`src/rtl/seg7_pkg.sv`:
```
// ----------------------------------------------------------------------------
// seg7_pkg
//   Shared definitions for the seven-segment counter display.
//   - SEG_W and the sixteen active-low glyphs (gfedcba), plus SEG_BLANK
//   - seg7_glyph(): nibble -> glyph lookup
//   - bcd_clamp():  forces a nibble into the 0..9 range
//   - count_mode_e: hex / BCD counting mode
// ----------------------------------------------------------------------------
package seg7_pkg;

    localparam int SEG_W = 7;

    // Active-low common-anode glyphs, bit order gfedcba.
    localparam logic [SEG_W-1:0] SEG_0     = 7'b1000000;
    localparam logic [SEG_W-1:0] SEG_1     = 7'b1111001;
    localparam logic [SEG_W-1:0] SEG_2     = 7'b0100100;
    localparam logic [SEG_W-1:0] SEG_3     = 7'b0110000;
    localparam logic [SEG_W-1:0] SEG_4     = 7'b0011001;
    localparam logic [SEG_W-1:0] SEG_5     = 7'b0010010;
    localparam logic [SEG_W-1:0] SEG_6     = 7'b0000010;
    localparam logic [SEG_W-1:0] SEG_7     = 7'b1111000;
    localparam logic [SEG_W-1:0] SEG_8     = 7'b0000000;
    localparam logic [SEG_W-1:0] SEG_9     = 7'b0010000;
    localparam logic [SEG_W-1:0] SEG_A     = 7'b0001000;
    localparam logic [SEG_W-1:0] SEG_B     = 7'b0000011;
    localparam logic [SEG_W-1:0] SEG_C     = 7'b1000110;
    localparam logic [SEG_W-1:0] SEG_D     = 7'b0100001;
    localparam logic [SEG_W-1:0] SEG_E     = 7'b0000110;
    localparam logic [SEG_W-1:0] SEG_F     = 7'b0001110;
    localparam logic [SEG_W-1:0] SEG_BLANK = 7'b1111111;

    localparam logic [3:0] BCD_MAX = 4'd9;

    typedef enum logic {
        CNT_HEX = 1'b0,
        CNT_BCD = 1'b1
    } count_mode_e;

    function automatic logic [SEG_W-1:0] seg7_glyph(input logic [3:0] nibble);
        logic [SEG_W-1:0] glyph;
        case (nibble)
            4'h0:    glyph = SEG_0;
            4'h1:    glyph = SEG_1;
            4'h2:    glyph = SEG_2;
            4'h3:    glyph = SEG_3;
            4'h4:    glyph = SEG_4;
            4'h5:    glyph = SEG_5;
            4'h6:    glyph = SEG_6;
            4'h7:    glyph = SEG_7;
            4'h8:    glyph = SEG_8;
            4'h9:    glyph = SEG_9;
            4'hA:    glyph = SEG_A;
            4'hB:    glyph = SEG_B;
            4'hC:    glyph = SEG_C;
            4'hD:    glyph = SEG_D;
            4'hE:    glyph = SEG_E;
            default: glyph = SEG_F;
        endcase
        return glyph;
    endfunction

    function automatic logic [3:0] bcd_clamp(input logic [3:0] nibble);
        return (nibble > BCD_MAX) ? BCD_MAX : nibble;
    endfunction

endpackage

```
`src/rtl/seg7_decoder.sv`:
```
// ----------------------------------------------------------------------------
// seg7_decoder
//   Combinational nibble to active-low seven-segment glyph.
//   Ports:
//     nibble  in  4      digit value 0..F
//     seg     out SEG_W  segments gfedcba, active-low
// ----------------------------------------------------------------------------
module seg7_decoder
    import seg7_pkg::*;
(
    input  logic [3:0]       nibble,
    output logic [SEG_W-1:0] seg
);

    assign seg = seg7_glyph(nibble);

endmodule

```
`src/rtl/seg7_counter_display.sv`:
```
// ----------------------------------------------------------------------------
// seg7_counter_display
//   Prescaled up/down display counter (hex or BCD) with parallel load,
//   wrap-around CARRY, leading-zero blanking and a registered common-anode
//   seven-segment bus.
//   Ports:
//     CLK       in   1          system clock, posedge
//     RST       in   1          synchronous reset, active-high
//     EN        in   1          prescaler enable (0 freezes count)
//     UP_DN     in   1          1 = up, 0 = down
//     MODE      in   1          0 = hex, 1 = BCD
//     LOAD      in   1          load LOAD_VAL this cycle
//     LOAD_VAL  in   4*DIGITS   parallel load value, digit 0 in [3:0]
//     BLANK_LZ  in   1          blank leading zero digits
//     COUNT     out  4*DIGITS   current count
//     TICK      out  1          step strobe
//     CARRY     out  1          one-cycle pulse alongside a wrapped COUNT
//     HEX       out  7*DIGITS   active-low segments, digit 0 in [6:0]
// ----------------------------------------------------------------------------
module seg7_counter_display
    import seg7_pkg::*;
#(
    parameter int DIGITS   = 4,
    parameter int TICK_DIV = 20_000_000,
    parameter int PSC_W    = 25
) (
    input  logic                      CLK,
    input  logic                      RST,
    input  logic                      EN,
    input  logic                      UP_DN,
    input  logic                      MODE,
    input  logic                      LOAD,
    input  logic [4*DIGITS-1:0]       LOAD_VAL,
    input  logic                      BLANK_LZ,
    output logic [4*DIGITS-1:0]       COUNT,
    output logic                      TICK,
    output logic                      CARRY,
    output logic [SEG_W*DIGITS-1:0]   HEX
);

    localparam int               CW       = 4 * DIGITS;
    localparam logic [PSC_W-1:0] PSC_LAST = PSC_W'(TICK_DIV - 1);
    localparam logic [PSC_W-1:0] PSC_ONE  = PSC_W'(1);
    localparam logic [CW-1:0]    CNT_ONE  = CW'(1);

    logic [PSC_W-1:0]        psc;
    count_mode_e             mode_q;
    logic [CW-1:0]           count_q;
    logic                    carry_q;
    logic [SEG_W*DIGITS-1:0] hex_q;

    logic [CW-1:0]           hex_next;
    logic                    hex_wrap;
    logic [CW-1:0]           bcd_next;
    logic                    bcd_wrap;
    logic [CW-1:0]           step_next;
    logic                    step_wrap;
    logic [CW-1:0]           load_next;
    logic [DIGITS-1:0]       blank;
    logic [SEG_W-1:0]        glyph [DIGITS];
    logic [SEG_W*DIGITS-1:0] hex_d;

    assign TICK  = EN && (psc == PSC_LAST);
    assign COUNT = count_q;
    assign CARRY = carry_q;
    assign HEX   = hex_q;

    // ------------------------------------------------------------------
    // Hex step: plain binary, wrap detected on the value being left.
    // ------------------------------------------------------------------
    always_comb begin
        hex_next = UP_DN ? (count_q + CNT_ONE) : (count_q - CNT_ONE);
        hex_wrap = UP_DN ? (count_q == '1) : (count_q == '0);
    end

    // ------------------------------------------------------------------
    // BCD step: ripple a carry/borrow upward through the digits. The
    // ripple still being set after the top digit means a full wrap.
    // ------------------------------------------------------------------
    always_comb begin : bcd_step
        logic ripple;
        // NOTE: every combinational output gets a default first so that no
        // path through the loop leaves it unassigned (which would infer a latch).
        ripple   = 1'b1;
        bcd_next = count_q;
        for (int i = 0; i < DIGITS; i++) begin
            if (ripple) begin
                if (UP_DN) begin
                    if (count_q[4*i +: 4] >= BCD_MAX) begin
                        bcd_next[4*i +: 4] = 4'd0;
                    end else begin
                        bcd_next[4*i +: 4] = count_q[4*i +: 4] + 4'd1;
                        ripple             = 1'b0;
                    end
                end else begin
                    if (count_q[4*i +: 4] == 4'd0) begin
                        bcd_next[4*i +: 4] = BCD_MAX;
                    end else begin
                        bcd_next[4*i +: 4] = count_q[4*i +: 4] - 4'd1;
                        ripple             = 1'b0;
                    end
                end
            end
        end
        bcd_wrap = ripple;
    end

    assign step_next = (mode_q == CNT_BCD) ? bcd_next : hex_next;
    assign step_wrap = (mode_q == CNT_BCD) ? bcd_wrap : hex_wrap;

    // A load only takes effect when MODE matches mode_q, so mode_q
    // decides whether out-of-range nibbles are clamped.
    always_comb begin
        load_next = LOAD_VAL;
        if (mode_q == CNT_BCD) begin
            for (int i = 0; i < DIGITS; i++) begin
                load_next[4*i +: 4] = bcd_clamp(LOAD_VAL[4*i +: 4]);
            end
        end
    end

    // ------------------------------------------------------------------
    // Display: per-digit decode, then leading-zero blanking scanning
    // down from the top digit. Digit 0 is never blanked.
    // ------------------------------------------------------------------
    for (genvar g = 0; g < DIGITS; g++) begin : g_dec
        seg7_decoder u_dec (
            .nibble (count_q[4*g +: 4]),
            .seg    (glyph[g])
        );
    end

    always_comb begin : lz_blank
        logic leading;
        leading = 1'b1;
        blank   = '0;
        for (int i = DIGITS - 1; i >= 1; i--) begin
            leading  = leading && (count_q[4*i +: 4] == 4'd0);
            blank[i] = BLANK_LZ && leading;
        end
    end

    always_comb begin
        hex_d = '0;
        for (int i = 0; i < DIGITS; i++) begin
            hex_d[SEG_W*i +: SEG_W] = blank[i] ? SEG_BLANK : glyph[i];
        end
    end

    // ------------------------------------------------------------------
    // State. Priority: reset > mode change > load > step.
    // ------------------------------------------------------------------
    // NOTE: sequential state uses non-blocking assignments only, so every
    // register samples the pre-edge values regardless of statement order.
    always_ff @(posedge CLK) begin
        if (RST) begin
            // NOTE: the display register is reset too, so HEX shows a clean
            // "0" from the first cycle instead of random segments.
            psc     <= '0;
            count_q <= '0;
            carry_q <= 1'b0;
            hex_q   <= {DIGITS{SEG_0}};
            mode_q  <= count_mode_e'(MODE);
        end else begin
            hex_q <= hex_d;
            if (count_mode_e'(MODE) != mode_q) begin
                // Switching radix restarts from zero; any LOAD is dropped.
                mode_q  <= count_mode_e'(MODE);
                count_q <= '0;
                psc     <= '0;
                carry_q <= 1'b0;
            end else if (LOAD) begin
                // Honoured even with EN=0; a coincident step is discarded.
                count_q <= load_next;
                psc     <= '0;
                carry_q <= 1'b0;
            end else if (EN) begin
                psc <= (psc == PSC_LAST) ? '0 : (psc + PSC_ONE);
                if (TICK) begin
                    count_q <= step_next;
                    carry_q <= step_wrap;
                end else begin
                    carry_q <= 1'b0;
                end
            end else begin
                carry_q <= 1'b0;
            end
        end
    end

endmodule

```
`config.mk`:
```
export PLATFORM = sky130hd
export DESIGN_NAME = seg7_counter_display
export DESIGN_NICKNAME = d
export VERILOG_FILES = /design/src/rtl/seg7_pkg.sv /design/src/rtl/seg7_decoder.sv /design/src/rtl/seg7_counter_display.sv
export SDC_FILE = /design/constraint.sdc
export NUM_CORES = 1
export LEC_CHECK = 0
export BUFFER_PORTS_ARGS = -buffer_cell sky130_fd_sc_hd__buf_4
export CELL_PAD_IN_SITES_DETAIL_PLACEMENT = 1
export CELL_PAD_IN_SITES_GLOBAL_PLACEMENT = 1
export CORE_MARGIN = 4
export CORE_UTILIZATION = 44
export CTS_CLUSTER_DIAMETER = 60
export DETAILED_ROUTE_END_ITERATION = 8
export HOLD_SLACK_MARGIN = 0.03
export PLACE_DENSITY_LB_ADDON = 0.15
export REMOVE_ABC_BUFFERS = 1
export SETUP_SLACK_MARGIN = 0.2
export SLEW_MARGIN = 25
export SYNTH_ARGS = -nofsm -noshare
export SYNTH_HDL_FRONTEND = slang
export SYNTH_SLANG_ARGS = --single-unit
```
`constraint.sdc`:
```
create_clock -name CLK -period 5 [get_ports CLK]
set_input_delay 0.75 -clock CLK [delete_from_list [all_inputs] [get_ports CLK]]
set_output_delay 0.75 -clock CLK [all_outputs]
set_load 0.03 [all_outputs]
```
==> metrics <==
setup TNS 0 ns; Final ANT Viol Nets 0; fill count 1662; register area 0.00185 mm^2; Final min period 4.05 ns; number of flops mapped to enable cells by yosys 1; synthesized area 0.00610 mm^2; ys async rst share 0; Via density 5.82; Setup CP Type reg2reg; Final WS setup 0.951 ns; share of the synthesized area in the top cell type 0.299; postcts setup bufs 0; CTS tree yes; WL per Instance 17.6 um; CTS Hold Bufs 0; final design area excluding fillers 0.00704 mm^2; CTS H-tree depth 3; synth unique cells 79; drt total wl 17600 um; count of final hold-check violations 0; Setup violations, final 0; leading area contributor after synthesis dfxtp_1; Diodes inserted 0; vias in the first global route 6090; Peak supply drop 0.155 mV; pre-CTS setup slack 0.628 ns; Area Overhead vs Synth 15.4%; root buf cell clkbuf_16; Lkg Pwr 0.00284 uW; Clock transition at path regs 0.06 ns; Critical Path Sink Type flop; clk sinks 92; Die Footprint 0.0158 mm^2; # IOs 69; CTS resizes 0; fmax 247 MHz; top-count cell post-synth nor2_1; via count 5798; GRT overflow 0; Core Box Area 0.0134 mm^2; Warnings, synthesis 0; DR iter-0 viols 317; Chip Width 126 um; DP Wirelength 12700 um; sequential share of the synthesized area 0.304; Worst Hold Launch g_dec[2].u_dec.seg[6]$_DFF_P_; first-pass GRT wire length 30000 um; Total GRT Usage 0.226; P per Cell Area 285 mW/mm^2; arrival time worst endpoint 4.28 ns; unrepaired setup endpoints after global routing false; CP startpoint kind flop; most frequent cells after synthesis nor2_1 (120), dfxtp_1 (91), nand2_1 (58), ha_1 (48), a21oi_1 (42); relative slew slack 0.436; Worst Setup SP COUNT[1]$_SDFFE_PP0P_; worst hold slack 0.412 ns; measured slew at the worst slew-check pin 0.844 ns; clock latency on the worst-skew pair 0.35 ns; final design utilization 0.525; Slew Limit Fails 0; Max Cap Viol 0; top area cells in the synthesized netlist dfxtp_1 (30%), ha_1 (9.9%), nor2_1 (7.4%); pin count of the biggest net entering global routing 43; clk_skew 0.00648 ns; CTS buffer count 9; # port buffers 68; placer congestion estimate 0.913; reg2reg end g_dec[2].u_dec.seg[1]$_DFF_P_; R2R depth 16; worst hold path type reg2reg; r2r setup slk 0.95 ns; Cells on Worst Hold Path 1; Synth Flop Type dfxtp_1; Cells after Synth 766; synthesis-stage register bit count 92; Syn Area/Cell 7.96 um^2; die height 126 um; initial antenna violation count 0; dpl cell area 0.00674 mm^2; Multi-input gate area 0.00394 mm^2; Rows 42; DRT Pass-1 Iters 4; worst path required time 5.23 ns; Max Buffers Root-to-Sink 2; status complete, no violations; RR Startpoint COUNT[1]$_SDFFE_PP0P_; Hold EP HEX[20]$_SDFF_PP1_; crit-path max FO 11; drt drc 0; layout cells sized above 1 0.143; initial core utilization 0.455; Final #Nets 888; Period Utilization, post-route 0.810
## cell usage in the layout, fill, tap and decap left out, drive strengths merged, types with 4 or more instances in the layout
| master | Yosys | routed |
|---|---|---|
| and3 | 11 | 11 |
| nand4 | 10 | 10 |
| clkbuf | 29 | 11 |
| o22ai | 9 | 9 |
| xnor2 | 11 | 11 |
| o21ai | 36 | 36 |
| nand3 | 23 | 23 |
| buf | 11 | 79 |
| o21a | 4 | 4 |
| nand2 | 58 | 58 |
| a31oi | 13 | 13 |
| and2 | 8 | 8 |
| or2 | 5 | 5 |
| nand2b | 13 | 13 |
| a311oi | 6 | 6 |
| a21oi | 42 | 42 |
| inv | 34 | 36 |
| or3 | 9 | 9 |
| o31ai | 6 | 6 |
| mux2i | 19 | 19 |
| ha | 48 | 48 |
| nor2b | 10 | 10 |
| a211oi | 12 | 12 |
| a32oi | 4 | 4 |
| o211ai | 8 | 8 |
| nor4b | 5 | 5 |
| xor2 | 21 | 21 |
| nor2 | 121 | 121 |
| dfxtp | 91 | 91 |
| nor3 | 26 | 26 |
## layout make-up
class | instances | area share
Tap cell | 176 | 0.0313
Clock buffer | 11 | 0.0345
Inverter | 35 | 0.0187
Multi-Input combinational cell | 599 | 0.560
Timing Repair Buffer | 79 | 0.0843
Clock inverter | 5 | 0.00818
Sequential cell | 92 | 0.263
## report_power, final
group | total, uW | switching (uW) | internal [uW]
Sequential | 809 | 30.8 | 778
Combinational | 495 | 308 | 187
Clock | 702 | 299 | 403
## critical path: stages (launching register included)
cell       delay [ns]
dfxtp_1          0.59
inv_1            0.21
ha_1             0.27
or3b_2           0.50
a31o_2           0.33
a21oi_1          0.16
or2_1            0.39
nand2b_1         0.12
mux2i_1          0.13
buf_4            0.17
nor2_1           0.18
inv_1            0.13
ha_1             0.32
inv_1            0.05
mux2i_1          0.13
a2bb2oi_1        0.17
nor2_1           0.05
## registers in the layout (all words and copies together) (netlist names)
signal / flops
mode_q: 1
CARRY: 1
psc: 25
COUNT: 16
HEX: 28
g_dec.u_dec.seg: 21
## cell families after synthesis
family	synth area share
AND/OR/NAND/NOR	0.253
AO/OA/AOI/OAI	0.203
flip-flops	0.304
buffers and inverters	0.0499
adder cells (fa/ha/maj)	0.102
XOR/XNOR	0.0460
multiplexers	0.0423
## worst max-delay path by stage
stage	to	slack [ns]	cells past startpoint
after floorplan	g_dec[3].u_dec.seg[6]$_DFF_P_	1.10	11
after CTS	g_dec[2].u_dec.seg[1]$_DFF_P_	0.96	16
after global placement	g_dec[2].u_dec.seg[5]$_DFF_P_	0.81	15
after detailed placement	g_dec[2].u_dec.seg[5]$_DFF_P_	0.63	15
final	g_dec[2].u_dec.seg[1]$_DFF_P_	0.95	16
after global routing	g_dec[2].u_dec.seg[1]$_DFF_P_	0.64	16
## routing by layer
metal  share of wire  global-route usage  vias up
li1                -                   -     2835
met1            0.46               0.283     2814
met2            0.47               0.382      116
met3           0.038              0.0423       33
met4           0.029              0.0938        0
met5               0                   0        -
## stage by stage
| step | cells | total power [uW] |
|---|---|---|
| floorplan | 726 | 1140 |
| global placement | 981 | 1300 |
| detailed placement | 981 | 1320 |
| CTS | 997 | 2020 |
| global route | 997 | 2110 |
| finish | 997 | 2010 |
(Power assumes the default switching activity.)
